## src/rtl/shift_rotator_if.sv

```systemverilog
// Operand/result bus for the 16-bit right shifter/rotator.
// The master drives operands; the slave returns the registered result.
interface shift_rotator_if;
  localparam int unsigned DATA_W = 16;
  localparam int unsigned AMT_W  = 4;

  logic              vld_in;
  logic [DATA_W-1:0] src;
  logic              rotate;
  logic [AMT_W-1:0]  amt;
  logic [DATA_W-1:0] res;
  logic              vld_out;

  modport master (output vld_in, src, rotate, amt, input res, vld_out);
  modport slave  (input vld_in, src, rotate, amt, output res, vld_out);
endinterface

```

## src/rtl/shift_rotator.sv

```systemverilog
// 16-bit logical-right shifter / right rotator built from four cascaded mux stages.
// Define SHIFT_ROTATOR_PIPE_EN to add a register between the 2- and 4-position stages (latency 2).
module shift_rotator (
  input  logic          clk,
  input  logic          rst,
  shift_rotator_if.slave bus
);
  localparam int unsigned DATA_W = 16;
  localparam int unsigned HI_W   = 2;

  logic [DATA_W-1:0] s1;
  logic [DATA_W-1:0] s2;
  logic [DATA_W-1:0] s4;
  logic [DATA_W-1:0] s8;

  logic [DATA_W-1:0] b_data;
  logic [HI_W-1:0]   b_amt;
  logic              b_rot;
  logic              b_vld;

  // Front stages: 1 and 2 positions, fill is zero or the wrapped low bits.
  always_comb begin
    s1 = bus.amt[0] ? {(bus.rotate ? bus.src[0] : 1'b0), bus.src[DATA_W-1:1]} : bus.src;
    s2 = bus.amt[1] ? {(bus.rotate ? s1[1:0] : 2'b00), s1[DATA_W-1:2]} : s1;
  end

`ifdef SHIFT_ROTATOR_PIPE_EN
  logic [DATA_W-1:0] p_data;
  logic [HI_W-1:0]   p_amt;
  logic              p_rot;
  logic              p_vld;

  // Mid-pipe register; operands with rst high are dropped.
  always_ff @(posedge clk) begin
    if (rst) begin
      p_data <= '0;
      p_amt  <= '0;
      p_rot  <= 1'b0;
      p_vld  <= 1'b0;
    end else begin
      p_vld <= bus.vld_in;
      if (bus.vld_in) begin
        p_data <= s2;
        p_amt  <= bus.amt[3:2];
        p_rot  <= bus.rotate;
      end
    end
  end

  assign b_data = p_data;
  assign b_amt  = p_amt;
  assign b_rot  = p_rot;
  assign b_vld  = p_vld;
`else
  assign b_data = s2;
  assign b_amt  = bus.amt[3:2];
  assign b_rot  = bus.rotate;
  assign b_vld  = bus.vld_in;
`endif

  // Back stages: 4 and 8 positions.
  always_comb begin
    s4 = b_amt[0] ? {(b_rot ? b_data[3:0] : 4'h0), b_data[DATA_W-1:4]} : b_data;
    s8 = b_amt[1] ? {(b_rot ? s4[7:0] : 8'h00), s4[DATA_W-1:8]} : s4;
  end

  // Output register: result holds while idle, strobe lasts one cycle per operand.
  always_ff @(posedge clk) begin
    if (rst) begin
      bus.res     <= '0;
      bus.vld_out <= 1'b0;
    end else begin
      bus.vld_out <= b_vld;
      if (b_vld) begin
        bus.res <= s8;
      end
    end
  end
endmodule

```

## src/flat_wrapper.sv

```systemverilog
// flat-port wrapper written by rule: the top's interface ports become plain ports
module shift_rotator_flat 
  (clk, rst, bus_vld_in, bus_src, bus_rotate, bus_amt, bus_res, bus_vld_out);
  shift_rotator_if bus_i ();
  input  logic clk;
  input  logic rst;
  input wire logic [$bits(bus_i.vld_in)-1:0] bus_vld_in;
  input wire logic [$bits(bus_i.src)-1:0] bus_src;
  input wire logic [$bits(bus_i.rotate)-1:0] bus_rotate;
  input wire logic [$bits(bus_i.amt)-1:0] bus_amt;
  output wire logic [$bits(bus_i.res)-1:0] bus_res;
  output wire logic [$bits(bus_i.vld_out)-1:0] bus_vld_out;
  assign bus_i.vld_in = bus_vld_in;
  assign bus_i.src = bus_src;
  assign bus_i.rotate = bus_rotate;
  assign bus_i.amt = bus_amt;
  assign bus_res = bus_i.res;
  assign bus_vld_out = bus_i.vld_out;
  shift_rotator u_core (.clk(clk), .rst(rst), .bus(bus_i));
endmodule
```

## config.mk

```make
export PLATFORM = sky130hd
export DESIGN_NAME = shift_rotator_flat
export DESIGN_NICKNAME = d
export VERILOG_FILES = /design/src/rtl/shift_rotator_if.sv /design/src/rtl/shift_rotator.sv /design/src/flat_wrapper.sv
export SDC_FILE = /design/constraint.sdc
export NUM_CORES = 1
export LEC_CHECK = 0
export CORE_MARGIN = 2
export CORE_UTILIZATION = 52
export CTS_CLUSTER_SIZE = 16
export DETAILED_ROUTE_END_ITERATION = 12
export PLACE_DENSITY = 0.87
export SYNTH_ARGS = -nofsm -noshare
export SYNTH_HDL_FRONTEND = slang
export SYNTH_SLANG_ARGS = --single-unit
```

## constraint.sdc

```tcl
create_clock -name clk -period 3.45 [get_ports clk]
set_clock_uncertainty 0.15 [all_clocks]
set_input_delay 0.345 -clock clk [delete_from_list [all_inputs] [get_ports clk]]
set_output_delay 0.345 -clock clk [all_outputs]
set_load 0.02 [all_outputs]
```

==> flow_summary_export.csv <==
group,metric,value,unit
outcome,outcome,"finished, final reports clean",
routing,drt-wirelength-per-cell,16.7,µm
final_layout,fraction_of_layout_instances_using_a_drive_strength_above_1,15.7,%
critical_path,reg2reg_to,"u_core.bus.res[2]",
global_routing,global_route.usage.met3,1.10,%
place,hpwl_after_detailed_placement,3.05,mm
critical_path,worst-endpoint-arrival,2.57,ns
hold_path,hold_path_depth,2,
final_layout,layout_commonest_cell,"clkdlybuf4s50_1",
clock_network,post-cts-setup-buffer-count,0,
clock_network,ctsResizeCount,0,
floorplan,fp.dieArea,3410,µm²
timing,final_min_period_over_clock_period,73.6,%
timing,timing.final.crit_period,2.54,ns
timing,final_critical_path_setup_slack,0.909,ns
synth,synth.lib_cells_used.distinct,41,
final_layout,num-fill-cells,215,
place,port-buffer-count,40,
final_layout,post-route-cell-area,1970,µm²
final_layout,final_stage_net_count,222,
critical_path,worstSetupPathType,"input pin to flop",
synth,postSynthNetCount,186,
global_routing,grt_pass1_wl,6.51,mm
place,pre_cts_ws,0.618,ns
hold_path,hold_start,"u_core.bus.res[3]",
timing,drv_slew,0,
clock_network,cts_tree,"done",
timing,final_hold_viols,0,
final_layout,syn2layout_area_growth,27.6,%
routing,drt_pass1_iterations,4,
critical_path,crit_path_top_delay_cell,"clkdlybuf4s50_1",
floorplan,initial_utilization,55.4,%
routing,route.detailed.vias_per_inst,6.31,
floorplan,placement_rows,19,
routing,post-route-drc-count,0,
timing,max_freq,394,MHz
final_layout,utilization,70.7,%
synth,yosysWarningCount,0,
floorplan,floorplan.io_pins,41,
critical_path,critical_path.max_stage_delay,0.73,ns
critical_path,worst-path-max-fanout,14,
routing,route.vias.total,1438,
power_and_ir_drop,cellPowerDensity,289,nW/µm²
global_routing,groute.layer.met1.usage,31.5,%
global_routing,via_count_of_the_first_global_routing_pass,1411,
critical_path,timing.critical_path.from_type,"input pin",
final_layout,antennaDiodeCount,0,
global_routing,grt_max_degree,25,
clock_network,cts_root_buf,"clkbuf_4",
floorplan,fp.coreArea,2780,µm²
global_routing,gr-usage-met2,42.5,%
clock_network,clk_latency,0.28,ns
hold_path,worst_hold_endpoint,"u_core.bus.res[3]",
floorplan,die_x,58.4,µm
synth,synth-seq-area-share,22.1,%
final_layout,ff_latch_area,340,µm²
synth,postSynthRegisterBits,17,
global_routing,globalRouteTotalUtil,24.4,%
routing,count_of_routing_violations_after_the_opening_detailed_route_iteration,45,
timing,timing.final.setup_violations,0,
critical_path,rrSetupSlack,2.51,ns
power_and_ir_drop,vdd_drop_max,270,µV
global_routing,antenna_found_initial,0,
clock_network,path_clk_slew,0.10,ns
critical_path,crit_chain,"clkdlybuf4s50_1 -> buf_4 -> mux4_1 -> mux2_2 -> o21ai_0 -> o32ai_1",
timing,worstMarginPinSlew,0.701,ns
power_and_ir_drop,power.static_leakage,0.767,nW
timing,rsz0062_at_grt,"false",
critical_path,worst_r2r_startpoint,"u_core.bus.res[2]",
run,max_cap_violations,0,
critical_path,cp-end-kind,"flop",
synth,post_synth_inst_count,162,
clock_network,cts.sink_count,17,
routing,postRouteAntennaNets,0,
place,placedInstanceArea,1940,µm²
global_routing,grt_overflow_total,0,
floorplan,die_height,58.4,µm
place,globalplace.congestion,0.947,
clock_network,number_of_cts_inserted_buffers,3,
clock_network,ctsLongestPathBuffers,2,
global_routing,global_route.peak_usage_layer,"met2",
timing,setup_tns,0,ns
final_layout,multi_input_combinational_cell_area,1100,µm²
routing,finalWirelength,3.81,mm
synth,post_synth.cell_area_avg,9.51,µm²
final_layout,layout_common_cells,"clkdlybuf4s50_1, dfxtp_1, nor2_1, mux2i_1, mux2_2",
hold_path,hp-class,"flop to flop",
critical_path,cp_data_required_time,3.48,ns
timing,slew-limit-headroom,53.1,%
critical_path,worst_r2r_path_depth,2,
clock_network,holdBufCountCts,0,
synth,synthesis.area,1540,µm²
clock_network,cts.htree.levels,1,
-- state kept, by name, summed over array words and instances, names as in the netlist --
signal	flops
u_core.bus.res	16
u_core.bus.vld_out	1
-- worst max path at each step --
stage / start / end / slack (ns)
2_1_floorplan: bus_amt[0] / u_core.bus.res[6] / 1.54
3_3_place_gp: bus_amt[1] / u_core.bus.res[1] / 0.69
3_5_place_dp: bus_amt[1] / u_core.bus.res[1] / 0.62
4_1_cts: bus_amt[1] / u_core.bus.res[1] / 0.93
5_1_grt: bus_amt[0] / u_core.bus.res[11] / 0.78
6_report: bus_amt[1] / u_core.bus.res[1] / 0.91
-- stage by stage --
step	total power [mW]	instances	hold WS [ns]
3_3_place_gp	0.459	224	0.312
2_1_floorplan	0.374	162	0.375
3_5_place_dp	0.465	224	0.316
5_1_grt	0.599	228	0.360
6_report	0.568	228	0.331
4_1_cts	0.570	228	0.332
-- cells by family (layout without fill, tap and decap cells) --
logic type	count (synthesis)	in the layout	synth area share, %
AO/OA/AOI/OAI	36	36	16.4
buffers and inverters	20	55	6.50
flip-flops	17	17	22.1
multiplexers	36	36	37.1
AND/OR/NAND/NOR	53	53	17.9
-- synthesized netlist by cell type, drive strengths merged --
master   instances  area (µm²)
mux2            11         128
a22oi            2        15.0
o21ai            8        43.8
o32ai            2        17.5
a21o             1        7.51
nand2b           4        25.0
and2             4        25.0
o211a            3        30.0
nor2            14        52.6
o221ai           1        8.76
dfxtp           17         340
buf              9        58.8
nand2            5        18.8
nor3b            4        30.0
nor3             7        35.0
nand4b           1        8.76
a211oi           1        7.51
o22ai            2        12.5
mux2i           11         110
nand3            6        30.0
o21bai           1        7.51
nor2b            2        12.5
a31oi            2        12.5
o211ai           1        7.51
mux4            14         334
clkbuf           5        18.8
a211o            1        8.76
a32oi            1        8.76
or2              6        37.5
a311oi           2        17.5
a21oi            6        30.0
inv              6        22.5
a2bb2oi          1        8.76
o22a             1        8.76
-- worst max-delay path: cells and delay by family --
family	cells	cell delay [ns]
buffers and inverters	2	1.02
muxes	2	0.94
AOI/OAI and AO/OA	2	0.26
-- area by class of cell --
class / count / share of cell area (%)
multi-input combinational: 125 / 56.0
tap: 31 / 1.97
clock buffer: 4 / 1.34
inverter: 6 / 1.15
timing repair buffer: 45 / 22.3
sequential: 17 / 17.3
-- where the power goes --
group | internal (mW) | leakage [nW] | total [mW] | switching (mW)
combinational | 0.126 | 0.612 | 0.242 | 0.117
clock | 0.0449 | 0.0150 | 0.106 | 0.0615
sequential | 0.212 | 0.141 | 0.219 | 0.00736
total | 0.383 | 0.767 | 0.568 | 0.185
-- layer usage --
layer | part of all wire, % | vias to the layer above
met5 | 0 | -
met4 | 2.4 | 0
met3 | 5.9 | 8
met2 | 50 | 67
met1 | 42 | 671
li1 | - | 692
Note: power is estimated with default switching activity, not from simulation.
